--- config.mk ---
export PLATFORM = sky130hd
export DESIGN_NAME = alu_share_arbiter
export DESIGN_NICKNAME = d
export VERILOG_FILES = /design/src/rtl/alu_share_arbiter.sv
export SDC_FILE = /design/constraint.sdc
export NUM_CORES = 1
export LEC_CHECK = 0
export CAP_MARGIN = 10
export CORE_MARGIN = 2
export CORE_UTILIZATION = 41
export CTS_BUF_LIST = sky130_fd_sc_hd__clkbuf_2 sky130_fd_sc_hd__clkbuf_4 sky130_fd_sc_hd__clkbuf_8
export DETAILED_ROUTE_END_ITERATION = 10
export HOLD_SLACK_MARGIN = 0.1
export PLACE_DENSITY = 0.91
export SKIP_CTS_REPAIR_TIMING = 1
export SLEW_MARGIN = 20
export SYNTH_ARGS = -nofsm -noshare
export SYNTH_HDL_FRONTEND = slang
export SYNTH_SLANG_ARGS = --single-unit
--- constraint.sdc ---
create_clock -name clk -period 2.61 [get_ports clk]
set_clock_uncertainty 0.05 [all_clocks]
set_input_delay 0.6525 -clock clk [delete_from_list [all_inputs] [get_ports clk]]
set_output_delay 0.6525 -clock clk [all_outputs]
set_load 0.05 [all_outputs]
--- src/rtl/alu_share_arbiter.sv ---
// Round-robin share of one registered ALU between two requesters.
// One operation in flight; result returned on a valid/ready channel.
module alu_share_arbiter #(
   parameter int WIDTH = 32,
   parameter int TAGW  = 4
) (
   input  logic             clk,
   input  logic             rst,

   input  logic             req0_valid,
   output logic             req0_ready,
   input  logic [WIDTH-1:0] req0_a,
   input  logic [WIDTH-1:0] req0_b,
   input  logic [4:0]       req0_sel,
   input  logic [TAGW-1:0]  req0_tag,

   input  logic             req1_valid,
   output logic             req1_ready,
   input  logic [WIDTH-1:0] req1_a,
   input  logic [WIDTH-1:0] req1_b,
   input  logic [4:0]       req1_sel,
   input  logic [TAGW-1:0]  req1_tag,

   output logic [WIDTH-1:0] alu_a,
   output logic [WIDTH-1:0] alu_b,
   output logic [4:0]       alu_sel,
   input  logic [WIDTH-1:0] alu_result,
   input  logic             alu_zero,

   output logic             resp_valid,
   input  logic             resp_ready,
   output logic             resp_id,
   output logic [TAGW-1:0]  resp_tag,
   output logic [WIDTH-1:0] resp_data,
   output logic             resp_zero,
   output logic             resp_err
);

   typedef enum logic [1:0] {
      IDLE,
      EXEC,
      CAPT,
      RESP
   } state_e;

   localparam logic [4:0] SEL_MAX  = 5'h10;
   localparam logic [4:0] SEL_DIV  = 5'h04;
   localparam logic [4:0] SEL_REM  = 5'h05;

   state_e           state_q, state_d;
   logic             ptr_q, ptr_d;
   logic [WIDTH-1:0] a_q, a_d;
   logic [WIDTH-1:0] b_q, b_d;
   logic [4:0]       sel_q, sel_d;
   logic [TAGW-1:0]  tag_q, tag_d;
   logic             id_q, id_d;
   logic [WIDTH-1:0] data_q, data_d;
   logic             zero_q, zero_d;
   logic             err_q, err_d;

   logic             gnt0, gnt1, accept;
   logic [WIDTH-1:0] win_a, win_b;
   logic [4:0]       win_sel;
   logic [TAGW-1:0]  win_tag;
   logic             op_err;

   // Grants are gated by reset so ready is low while rst is held.
   always_comb begin
      gnt0 = rst && (state_q == IDLE) && req0_valid
             && (!req1_valid || !ptr_q);
      gnt1 = rst && (state_q == IDLE) && req1_valid
             && (!req0_valid || ptr_q);
      accept = gnt0 || gnt1;
   end

   always_comb begin
      win_a   = gnt1 ? req1_a   : req0_a;
      win_b   = gnt1 ? req1_b   : req0_b;
      win_sel = gnt1 ? req1_sel : req0_sel;
      win_tag = gnt1 ? req1_tag : req0_tag;
      op_err  = (win_sel > SEL_MAX)
                || (((win_sel == SEL_DIV) || (win_sel == SEL_REM))
                    && (win_b == '0));
   end

   always_comb begin
      state_d = state_q;
      ptr_d   = ptr_q;
      a_d     = a_q;
      b_d     = b_q;
      sel_d   = sel_q;
      tag_d   = tag_q;
      id_d    = id_q;
      data_d  = data_q;
      zero_d  = zero_q;
      err_d   = err_q;
      case (state_q)
         IDLE: begin
            if (accept) begin
               a_d   = win_a;
               b_d   = win_b;
               sel_d = win_sel;
               tag_d = win_tag;
               id_d  = gnt1;
               ptr_d = ~gnt1;
               if (op_err) begin
                  data_d  = '0;
                  zero_d  = 1'b0;
                  err_d   = 1'b1;
                  state_d = RESP;
               end else begin
                  state_d = EXEC;
               end
            end
         end
         EXEC: state_d = CAPT;
         CAPT: begin
            data_d  = alu_result;
            zero_d  = alu_zero;
            err_d   = 1'b0;
            state_d = RESP;
         end
         RESP: begin
            if (resp_ready) state_d = IDLE;
         end
         default: state_d = IDLE;
      endcase
   end

   always_ff @(posedge clk or negedge rst) begin
      if (!rst) begin
         state_q <= IDLE;
         ptr_q   <= 1'b0;
         a_q     <= '0;
         b_q     <= '0;
         sel_q   <= '0;
         tag_q   <= '0;
         id_q    <= 1'b0;
         data_q  <= '0;
         zero_q  <= 1'b0;
         err_q   <= 1'b0;
      end else begin
         state_q <= state_d;
         ptr_q   <= ptr_d;
         a_q     <= a_d;
         b_q     <= b_d;
         sel_q   <= sel_d;
         tag_q   <= tag_d;
         id_q    <= id_d;
         data_q  <= data_d;
         zero_q  <= zero_d;
         err_q   <= err_d;
      end
   end

   assign req0_ready = gnt0;
   assign req1_ready = gnt1;
   assign alu_a      = a_q;
   assign alu_b      = b_q;
   assign alu_sel    = sel_q;
   assign resp_valid = (state_q == RESP);
   assign resp_id    = id_q;
   assign resp_tag   = tag_q;
   assign resp_data  = data_q;
   assign resp_zero  = zero_q;
   assign resp_err   = err_q;

endmodule

Word-level counts from Yosys, hierarchy flattened --
Index checks and enable logic that the tools add are counted.
Word-level totals: flip-flop bits (word level) 111, latch bits 0, RAM bits 0, ROM bits 0, input bits 184, output and inout port bits 111, word-level logic and storage cells 57, memories 0
Operators by class: add/subtract/negate cells 0, $mul 0, div/mod/pow operators 0, order comparisons 1, equality and inequality tests 8, shift operators 0, multiplexer cells 17, bitwise logic cells 1, reductions and logical operators 20
Operators by type and width (number):
- 2-to-1 mux 32 bit | 4
- case mux 32 bit (2 select lines) | 1
- logical NOT 32 bit | 1
- equality test 5 x 3 -> 1 bit, second input constant | 2
- case mux 2 bit (4 select lines) | 1
- logical AND 1 bit | 6
- 2-to-1 mux 2 bit | 3
- > comparator 5 bit, second input constant | 1
- logical OR 1 bit | 5
- 2-to-1 mux 5 bit | 1
- equality test 2 bit, second input constant | 2
- 2-to-1 mux 1 bit | 4
- 2-to-1 mux 4 bit | 1
- != test 2 bit, second input constant | 2
- case mux 1 bit (2 select lines) | 2
- AND reduction 2 bit | 2
- logical NOT 1 bit | 3
- AND reduction 3 bit | 1
- equality test 2 x 1 -> 1 bit, second input constant | 1
- logical NOT 2 bit | 1
- != test 2 x 1 -> 1 bit, second input constant | 1
- nonzero test 2 bit | 1
- NOT 1 bit | 1

Logic depth before layout (Yosys ltp) --
depth after elaboration 12, mapped depth 10

Least setup slack after synthesis --
No wires, ideal clock.
path type reg-to-output, start register state_q[0], end output req1_ready, arrival 1.904 ns, required time 1.908 ns, setup slack 0.004 ns, stages on the path, launching flop included 8, path buffers 3, cell sequence dfrtp_1 > inv_1 > ha_1 > buf_4 > nand3_2 > a21oi_4 > buf_2 > clkbuf_1
Between the ends: longest elaborated chain between the ends 4
RTL lines:
- from (decl) | line 50 | state_e state_q, state_d;
- from (signal assigned) | line 143 | state_q <= state_d;
- logical NOT 2 bit | line 71 | gnt1 = rst && (state_q == IDLE) && req1_valid
- logical AND 1 bit (2 in series) | line 71
- logical AND 1 bit | line 72 | && (!req0_valid || ptr_q);
- to (decl) | line 18 | output logic req1_ready,
Every way passes these cells.

Worst setup path in the final report --
start input req0_b[24], end register data_q[14], in the netlist resp_data[14]
Between the ends: longest elaborated chain between the ends 6
RTL lines:
- from (decl) | line 13 | input logic [WIDTH-1:0] req0_b,
- 2-to-1 mux 32 bit | line 78 | win_b = gnt1 ? req1_b : req0_b;
- logical NOT 32 bit | line 83 | && (win_b == '0));
- logical AND 1 bit | line 83
- logical OR 1 bit | line 82 | || (((win_sel == SEL_DIV) || (win_sel == SEL_REM))
- != test 2 bit (no line)
- AND reduction 3 bit (no line)
- to (signal assigned) | line 150 | data_q <= data_d;
- to (decl) | line 57 | logic [WIDTH-1:0] data_q, data_d;
Every way passes these cells. A chain may end at the register's enable or synchronous reset.

==> flow_summary.json <==
{
  "antenna_found_initial": 0,
  "grt_pass1_wl_mm": 32.2,
  "vias_per_cell": 5.78,
  "drv_cap": 0,
  "ys_async_sr_fraction_pct": 100,
  "r2r-end": "resp_data[14]$_DFFE_PN0P_",
  "syn_nets": 767,
  "fill_cells": 1048,
  "syn_inst": 579,
  "cp.arrival_ns": 2.78,
  "cts.sinks": 111,
  "path_class": "in -> reg",
  "rsz0062_at_grt": "true",
  "start_util_pct": 41.5,
  "fin_crit_sh_pct": 98.3,
  "worst-path-max-fanout": 16,
  "ant_nets": 0,
  "syn_area_per_cell_sq_um": 9.88,
  "drt-initial-drc-count": 683,
  "r2r_start": "state_q[1]$_DFFE_PN0P_",
  "synth_edf_count": 0,
  "setup_viol": 0,
  "die_area_sq_mm": 0.0149,
  "regToRegSetupSlack_ns": 0.20,
  "cts_max_level": 3,
  "holdCritPathClass": "in -> async",
  "firstDrtPassIters": 6,
  "drt-wirelength-per-cell_um": 19.7,
  "synthFlopType": "dfrtp_1",
  "std_cell_rows": 43,
  "cp-startpoint": "req0_b[24]",
  "final_nets": 1073,
  "port_buffers": 294,
  "setup.worst_path.end_class": "register",
  "clockRootBuffer": "clkbuf_8",
  "via_count": 6174,
  "n_antenna_cell": 0,
  "grt_max_degree": 66,
  "grt_overflow": 0,
  "cts_tree": "done",
  "grt_pass1_vias": 6125,
  "syn_to_final_growth_pct": 63.9,
  "die_x_um": 122,
  "hold_violations": 0,
  "tightest_slew_ns": 0.836,
  "status": "completed",
  "crit_path_end": "resp_data[14]$_DFFE_PN0P_",
  "max_freq_mhz": 390,
  "power.density_mw_per_mm2": 1150,
  "cts_buffers": 9,
  "clk_path_buf_depth": 2,
  "p_leak_nw": 4.10,
  "track_usage_pct": 28.1,
  "place_inst": 1051,
  "yosysWarnings": 0,
  "syn_area_sq_mm": 0.00572,
  "synth_cell_types": 41,
  "startpoint_type": "primary input",
  "slew_headroom_pct": 44.3,
  "period_minus_slack_ns": 2.57,
  "reg2reg_depth": 11,
  "drive_above_1_share_pct": 9.57,
  "slew_viol_final": 0,
  "postRouteWirelength_mm": 21.0,
  "io_pins": 295,
  "place.gp.congestion": 0.890,
  "hpwlAfterDp_mm": 15.6,
  "critPathRequiredTime_ns": 2.82,
  "clk_pin_slew_ns": 0.10,
  "peakVddDrop_mv": 0.754,
  "synth-seq-cells": 111,
  "core-area_sq_mm": 0.0138,
  "seq_area_frac_synth_pct": 48.6,
  "final_cell_count_no_fill": 1068,
  "die_h_um": 122,
  "clk-insertion-delay-late_ns": 0.38,
  "drc": 0,
  "finish.utilization_pct": 68.1
}
## cell type report
| class | instances | area, sq um | area share (%) |
|---|---|---|---|
| clock inverters | 1 | 5.00 | 0.0534 |
| clock buffers | 13 | 166 | 1.78 |
| well taps | 180 | 225 | 2.40 |
| repair buffers | 346 | 3430 | 36.6 |
| flip-flops and latches | 111 | 2780 | 29.6 |
| multi-input cells | 377 | 2620 | 27.9 |
| inverters | 40 | 150 | 1.60 |
## stage by stage
| step | area, sq um | total power [mW] | setup TNS (ns) | setup WS [ns] | hold slack, ns |
|---|---|---|---|---|---|
| 4_1_cts | 9300 | 10.7 | 0 | 0.0101 | 0.387 |
| 6_report | 9370 | 10.8 | 0 | 0.0439 | 0.391 |
| 3_3_place_gp | 9130 | 9.57 | -8.44 | -0.261 | 0.411 |
| 3_5_place_dp | 9130 | 9.75 | -11.60 | -0.373 | 0.420 |
| 5_1_grt | 9370 | 11.3 | -0.0774 | -0.0520 | 0.417 |
| 2_1_floorplan | 5720 | 7.16 | 0 | 0.00369 | 0.307 |
## power breakdown
group	switching, mW	internal, mW
clock	0.574	0.411
sequential	0.477	2.51
combinational	4.43	2.36
## worst max-delay path, stage by stage
cell	delay, ns
clkdlybuf4s50_1	0.46
nor4_2	0.34
nand4_1	0.13
or3_4	0.43
a211oi_4	0.21
buf_4	0.18
buf_12	0.14
nand4b_1	0.13
nand3_1	0.10
## registers in the layout, indices dropped and copies added (netlist names)
signal and cells:
alu_a 32, alu_b 32, resp_data 32, alu_sel 5, resp_tag 4, state_q 2
ptr_q 1, resp_err 1, resp_id 1, resp_zero 1
## cell usage in the layout (no fill, tap or decap), types with 5 or more instances in the layout
cell type	n
a222oi_1	36
a22oi_1	31
and3_1	32
buf_12	7
buf_4	47
clkbuf_8	11
clkdlybuf4s50_1	291
dfrtp_1	111
inv_1	40
mux2i_1	37
nand2_1	74
nand3_1	32
nand4b_1	31
nor2_1	6
nor3_1	5
nor4_1	7
nor4_2	5
o21ai_0	42
## worst min-delay path by stage
stage / cells past startpoint / slack (ns) / startpoint / endpoint
3_3_place_gp: 2 / 0.41 / alu_sel[4]$_DFFE_PN0P_ / alu_sel[4]$_DFFE_PN0P_
3_5_place_dp: 2 / 0.42 / alu_b[23]$_DFFE_PN0P_ / alu_b[23]$_DFFE_PN0P_
2_1_floorplan: 0 / 0.31 / rst / alu_a[0]$_DFFE_PN0P_
4_1_cts: 2 / 0.39 / rst / resp_data[28]$_DFFE_PN0P_
6_report: 2 / 0.39 / rst / resp_err$_DFFE_PN0P_
5_1_grt: 2 / 0.42 / rst / resp_data[30]$_DFFE_PN0P_
## synth_stat cells (4+ instances only)
library cell  count  area (sq um)
nor4_1            9          56.3
a22oi_1          31           233
buf_4             4          30.0
a21oi_1           4          20.0
nand4b_1         31           272
nand4_1           4          25.0
nor3_1            5          25.0
buf_2            13          65.1
nand3_1          32           160
dfrtp_1         111          2780
mux2i_1          37           370
nand2_1          74           278
clkbuf_1         32           120
ha_1              4          50.1
and3_1           32           200
nor2_1            6          22.5
a222oi_1         36           360
o21ai_0          42           210
inv_1            40           150
## layer usage
metal  vias to the layer above  GRT usage, %  wire length [um]
li1                       2776             -                 -
met3                        61          5.62              1510
met2                       354          47.6             10500
met5                         -             0                 0
met1                      2983          33.7              8160
met4                         0          14.4               861
## logic make-up after synthesis
group | count (synthesis) | share of synthesized area (%)
AND/OR/NAND/NOR | 206 | 20.2
adder cells (fa/ha/maj) | 4 | 0.875
flip-flops | 111 | 48.6
buffers and inverters | 91 | 6.52
multiplexers | 39 | 6.91
AO/OA/AOI/OAI | 128 | 16.9
No activity file was read; power rests on OpenSTA's default activity.
